**src/rtl/riscv_fetch_queue.sv**
```systemverilog
// W-wide in-order instruction fetch queue between the I-memory response path and decode.
// Accepts and presents up to W lanes per cycle, supports a redirect flush and a sticky error flag.
module riscv_fetch_queue #(
    parameter int W     = 2,
    parameter int DEPTH = 8,
    parameter int XLEN  = 32,
    localparam int CW   = $clog2(W + 1),
    localparam int QW   = $clog2(DEPTH + 1)
) (
    input  logic              clk,
    input  logic              reset,
    input  logic [CW-1:0]     enq_cnt,
    input  logic [W*XLEN-1:0] enq_inst,
    input  logic [W*XLEN-1:0] enq_pc,
    output logic              enq_rdy,
    output logic [CW-1:0]     deq_cnt,
    output logic [W*XLEN-1:0] deq_inst,
    output logic [W*XLEN-1:0] deq_pc,
    input  logic [CW-1:0]     deq_take,
    input  logic              flush,
    output logic [QW-1:0]     count,
    output logic              err
);
    localparam int AW = $clog2(DEPTH);
    localparam logic [QW-1:0] W_Q     = QW'(W);
    localparam logic [QW-1:0] DEPTH_Q = QW'(DEPTH);
    localparam logic [CW-1:0] W_C     = CW'(W);

    logic [AW-1:0] head_q, head_d;
    logic [AW-1:0] tail_q, tail_d;
    logic [QW-1:0] count_q, count_d;
    logic          err_q, err_d;

    logic [XLEN-1:0] inst_mem [DEPTH];
    logic [XLEN-1:0] pc_mem   [DEPTH];

    logic [CW-1:0] eff_enq;
    logic [CW-1:0] eff_take;
    logic [W-1:0]  wr_en;
    logic [AW-1:0] wr_idx [W];
    logic [AW-1:0] rd_idx [W];

    assign enq_rdy = (DEPTH_Q - count_q) >= W_Q;
    assign deq_cnt = (count_q < W_Q) ? CW'(count_q) : W_C;
    assign count   = count_q;
    assign err     = err_q;

    always_comb begin
        eff_enq  = '0;
        eff_take = '0;
        head_d   = head_q;
        tail_d   = tail_q;
        count_d  = count_q;
        err_d    = err_q;

        if (enq_rdy) begin
            eff_enq = (enq_cnt > W_C) ? W_C : enq_cnt;
        end
        eff_take = (deq_take > deq_cnt) ? deq_cnt : deq_take;

        // Protocol checks stay live during flush cycles too.
        if ((enq_cnt != '0 && !enq_rdy) || (enq_cnt > W_C) || (deq_take > deq_cnt)) begin
            err_d = 1'b1;
        end

        if (flush) begin
            head_d  = '0;
            tail_d  = '0;
            count_d = '0;
        end else begin
            head_d  = head_q + AW'(eff_take);
            tail_d  = tail_q + AW'(eff_enq);
            count_d = count_q + QW'(eff_enq) - QW'(eff_take);
        end
    end

    always_ff @(posedge clk) begin
        if (reset) begin
            head_q  <= '0;
            tail_q  <= '0;
            count_q <= '0;
            err_q   <= 1'b0;
        end else begin
            head_q  <= head_d;
            tail_q  <= tail_d;
            count_q <= count_d;
            err_q   <= err_d;
        end
    end

    // Lane i maps to ring slot (ptr + i); pointer wrap keeps lane order across DEPTH-1 -> 0.
    for (genvar gi = 0; gi < W; gi++) begin : g_lane
        assign wr_idx[gi] = tail_q + AW'(gi);
        assign rd_idx[gi] = head_q + AW'(gi);
        assign wr_en[gi]  = !reset && !flush && (CW'(gi) < eff_enq);
        assign deq_inst[gi*XLEN +: XLEN] = (CW'(gi) < deq_cnt) ? inst_mem[rd_idx[gi]] : '0;
        assign deq_pc[gi*XLEN +: XLEN]   = (CW'(gi) < deq_cnt) ? pc_mem[rd_idx[gi]]   : '0;
    end

    always_ff @(posedge clk) begin
        for (int i = 0; i < W; i++) begin
            if (wr_en[i]) begin
                inst_mem[wr_idx[i]] <= enq_inst[i*XLEN +: XLEN];
                pc_mem[wr_idx[i]]   <= enq_pc[i*XLEN +: XLEN];
            end
        end
    end
endmodule

```
**config.mk**
```make
export PLATFORM = sky130hd
export DESIGN_NAME = riscv_fetch_queue
export DESIGN_NICKNAME = d
export VERILOG_FILES = /design/src/rtl/riscv_fetch_queue.sv
export SDC_FILE = /design/constraint.sdc
export NUM_CORES = 1
export LEC_CHECK = 0
export BUFFER_PORTS_ARGS = -buffer_cell sky130_fd_sc_hd__clkbuf_2
export CAP_MARGIN = 15
export CORE_UTILIZATION = 27
export CTS_BUF_LIST = sky130_fd_sc_hd__clkbuf_4 sky130_fd_sc_hd__clkbuf_8
export CTS_CLUSTER_DIAMETER = 30
export DETAILED_ROUTE_END_ITERATION = 10
export GPL_TIMING_DRIVEN = 0
export HOLD_SLACK_MARGIN = 0.12
export SKIP_CTS_REPAIR_TIMING = 1
export SLEW_MARGIN = 20
export SYNTH_ARGS = -nofsm -noshare
export SYNTH_HDL_FRONTEND = slang
export SYNTH_SLANG_ARGS = --single-unit
```
**constraint.sdc**
```tcl
create_clock -name clk -period 7.8 [get_ports clk]
set_input_delay 0.78 -clock clk [delete_from_list [all_inputs] [get_ports clk]]
set_output_delay 0.78 -clock clk [all_outputs]
set_load 0.05 [all_outputs]
```
After elaboration in Yosys (flattened, before gate mapping)

Memories as Yosys holds them, arrays and structs flattened. A register that Yosys moved wholly into a read port is not among the register bits.
Index checks and enable logic that the tools add are counted.

Flip-flop bits (word level): 11
Bits in latches: 0
Bits in writable memories: 512
ROM bits: 0
Input port bits: 135
Output and inout bits: 136
Memories kept: 2

Memories:

| name     | depth | width | read ports | clocked after Yosys merged registers in | write ports | RTL line | RTL |
|---|---|---|---|---|---|---|---|
| inst_mem | 8     | 32    | 2          | 1                                       | 2           | 34       | `logic [XLEN-1:0] inst_mem [DEPTH];` |
| pc_mem   | 8     | 32    | 2          | 1                                       | 2           | 35       | `logic [XLEN-1:0] pc_mem [DEPTH];` |

Add/subtract/negate cells: 7
Multiply operators: 0
Div/mod/pow operators: 0
$lt $le $gt $ge: 8
Equal/unequal tests: 0
Shifts and indexed selects: 0
Multiplexer cells: 14
Bitwise gates (word level): 0
Reduce and logical (&&, ||, !) cells: 11

Operator list:

| operator            | count |
|---|---|
| $mux 32             | 4 |
| $lt 1x2->1 const A  | 4 |
| $mux 2              | 4 |
| $add 3x1->3 const B | 2 |
| $add 3x2->3         | 2 |
| $mux 3              | 2 |
| $add 4x2->4         | 1 |
| $ge 4x2->1 const B  | 1 |
| $logic_and 1x1->1   | 4 |
| $lt 4x2->1 const B  | 1 |
| $mux 1              | 4 |
| $sub 4x2->4         | 1 |
| $sub 4x4->4 const A | 1 |
| $logic_not 1->1     | 3 |
| $gt 2x2->1          | 1 |
| $gt 2x2->1 const B  | 1 |
| $logic_or 1x1->1    | 2 |
| $reduce_bool 2->1   | 1 |
| $reduce_or 2->1     | 1 |

Logic depth before layout (Yosys ltp)

Word-level depth: 7
Gate-level depth with buffers: 15
Gate-level depth less buffers: 15

Worst setup path after synthesis

OpenSTA, ideal clock, no wires.

Path type: flip-flop to flip-flop
Start: register count_q[1] (netlist: count[1])
End: memory inst_mem[4][0] (enable)
Setup time: 0.574 ns
Arrival time: 6.239 ns
Path slack: 0.987 ns
Stages on the path, launching flop included: 8
Buffers on the path: 1
Period minus slack after synthesis: 6.813 ns
Cell sequence: dfxtp_1 inv_1 ha_1 a211oi_1 nand4_2 buf_6 nand3b_1 o21ai_0

RTL lines:

| item                     | RTL line | RTL |
|---|---|---|
| start: declaration       | 31       | `logic [QW-1:0] count_q, count_d;` |
| start signal: assignment | 86       | `count_q <= count_d;` |
| end: declaration         | 34       |  |

Final worst setup path

Start: register head_q[1]
End: output deq_inst[34]

Word-level cells in the longest chain between the ends: 3

Ends and longest elaborated chain:

| item                     | RTL line | RTL |
|---|---|---|
| start: declaration       | 29       | `logic [AW-1:0] head_q, head_d;` |
| start signal: assignment | 79       | `head_q <= '0;` |
| start signal: assignment | 84       | `head_q <= head_d;` |
| $add 3x1->3              | 94       | `assign rd_idx[gi] = head_q + AW'(gi);` |
| $mem_v2 8x32             | --       |  |
| $mux 32                  | 96       | `assign deq_inst[gi*XLEN +: XLEN] = (CW'(gi) < deq_cnt) ? inst_mem[rd_idx[gi]] : '0;` |
| end: declaration         | 17       | `output logic [W*XLEN-1:0] deq_inst,` |

No other way between the ends.

==> flow_summary.toml <==
[sta]
slew_violations = 0
fin_crit_sh_pct = 66.55
fmax_mhz = 192.6
rsz0062_at_grt = "false"
fin_worst_skew_ps = 42.71
slew_headroom_pct = 20.72
setup_violations = 0
finalSetupTns_ps = 0
finalHoldViolCount = 0
tightest_slew_ps = 1189
fin_crit_ps = 5191

[final_layout]
final_layout_size_suffix_gt1_share_pct = 56.44
area_growth_pct = 22.78
fillers = 11174
fin_area_sq_um = 38110
regArea_sq_um = 15600
fin_nets = 2440
multiInputGateArea_sq_um = 14570

[detailed_routing]
drt_wl_total_microns = 106900
ant_nets = 0
wire_per_inst_microns = 27.40
drc = 0
vias = 19740
first_iter_violations = 1662
first_pass_iters = 5
vias_per_cell = 5.058

[synthesis]
synth_nets = 2015
yosys.area.top_type = "edfxtp_1"
post_synth_num_cell_types = 42
synthDominantCellAreaShare_pct = 49.53
avgSynthCellArea_sq_um = 16.67
synth_flop_cell = "edfxtp_1"
ys_seq_area_share_pct = 50.24
yosysMostFrequentCell = "edfxtp_1"
syn_area_sq_um = 31040
async_flop_share_pct = 0
synth_area_leaders = "edfxtp_1 50%, mux4_2 19%, mux2_2 11%"
synthCells = 1862
synth_edf_count = 512
synth_common_cells = "512 x edfxtp_1, 317 x mux2_2, 256 x mux4_2"
yosysWarnings = 0
synth_seq_cells = 523

[floorplanning]
dieWidth_microns = 341.1
io_pins = 271
die-area_sq_um = 116300
coreArea_sq_um = 114200
rows = 124
die_h_microns = 341.1
initial_core_util_pct = 27.18

[placement]
port_buffers = 270
place_congestion = 0.7717
dpl_cell_area_sq_um = 35250
dpl.hpwl_microns = 72550

[grt]
grt_overflow_total = 0
grt_max_degree = 18
grt_use_total_pct = 18.09
antenna_found_initial = 31
grt_pass1_wl_microns = 150200
grt_pass1_vias = 20640

[cts]
cts_tree = "yes"
cts_num_sinks = 523
clkTransAtPathRegs_ps = 50
clk_latency_ps = 780
root_buffer = "clkbuf_8"
numCtsBuffers = 116
clk_path_buf_depth = 3
htree_levels = 3

[worst_setup_path]
reg2reg_slack_ps = 4110
arrival_ps = 4410
critPathMaxFanout = 10
endpoint_kind = "primary output"
worstPathRequired_ps = 7020
start_kind = "flip-flop"
critical_path_class = "reg -> out"

[pwr]
leakage_nw = 13.37
ir_drop_mv = 0.2379
powerDensity_nw_per_um2 = 329.5

[outcome]
outcome = "completed"

[run]
drv_cap = 0

[hold_path]
hold_class = "in -> reg"
[layout by cell type (no fill, tap or decap), types with 40 or more instances in the layout]
cell type	Yosys	final
mux2_4	147	147
mux2_1	49	49
clkbuf_1	42	40
a21oi_1	65	65
clkbuf_8	0	118
clkbuf_2	0	279
mux4_2	256	256
buf_2	43	44
mux2_2	317	317
nand2_1	134	134
nor2_1	78	77
mux2i_1	64	64
edfxtp_1	512	512
[final cells by class]
| type | count | area share [%] |
|---|---|---|
| Inverter | 16 | 0.1576 |
| Multi-Input combinational cell | 1174 | 38.22 |
| Clock inverter | 82 | 2.889 |
| Buffer | 149 | 2.475 |
| Clock buffer | 132 | 4.537 |
| Antenna cell | 8 | 0.05252 |
| Sequential cell | 523 | 40.92 |
| Tap cell | 1512 | 4.964 |
| Timing Repair Buffer | 307 | 5.784 |
[path summary, 6_finish.rpt]
kind / start / end / depth (start not counted)
max: head_q[1] / deq_inst[34] / 7
min: reset / err / 2
max reg2reg: count[2] / count[2] / 15
min reg2reg: err / err / 2
[cell families (layout without fill, tap and decap cells)]
kind of cell	count (synthesis)	after routing	share of synthesized area, %
xor gates and xnor gates	9	9	0.2539
buffers and inverters	165	686	3.192
DFF	523	523	50.24
and+or+nand+nor	235	235	3.124
other	0	8	0
adders and majority gates	18	18	0.8223
muxes	833	833	41.02
AOI/OAI and AO/OA	79	79	1.346
[report_power, final]
part | internal [mW] | switching, mW
logic | 1.57 | 3.93
clock network | 2.30 | 1.41
registers | 3.28 | 0.0691
total | 7.15 | 5.41
[flip-flops by register name, indices dropped and copies added, names as in the netlist]
register	cells
count	4
err	1
head_q	3
inst_mem	256
pc_mem	256
tail_q	3
[per-layer routing]
| layer | part of all wire, % | track usage, % | up-vias |
|---|---|---|---|
| li1 | - | - | 8424 |
| met1 | 42 | 23.16 | 10395 |
| met2 | 49 | 30.44 | 694 |
| met3 | 6.5 | 3.855 | 189 |
| met4 | 2.4 | 5.652 | 38 |
| met5 | 0.21 | 0 | - |
[worst max-delay path, cell delays in order (launching register included)]
cell and delay (ps):
dfxtp_1 350, ha_1 300, clkbuf_1 800, clkbuf_1 820
mux4_2 360, nand2_1 60, a21oi_1 570, clkbuf_2 400
[through the flow]
stage	hold WS [ps]	setup slack, ps	instances	util [%]	total power, mW
3_3_place_gp	456.8	-5630	3644	30.03	8.889
6_report	283.7	2609	3903	33.38	12.56
5_1_grt	256.4	2500	3901	33.37	13.01
3_5_place_dp	459.6	3383	3681	30.87	8.943
2_1_floorplan	577.9	986.6	1862	-	7.126
4_1_cts	221.7	2542	3895	33.35	12.66
Note: power is estimated with default switching activity, not from simulation.
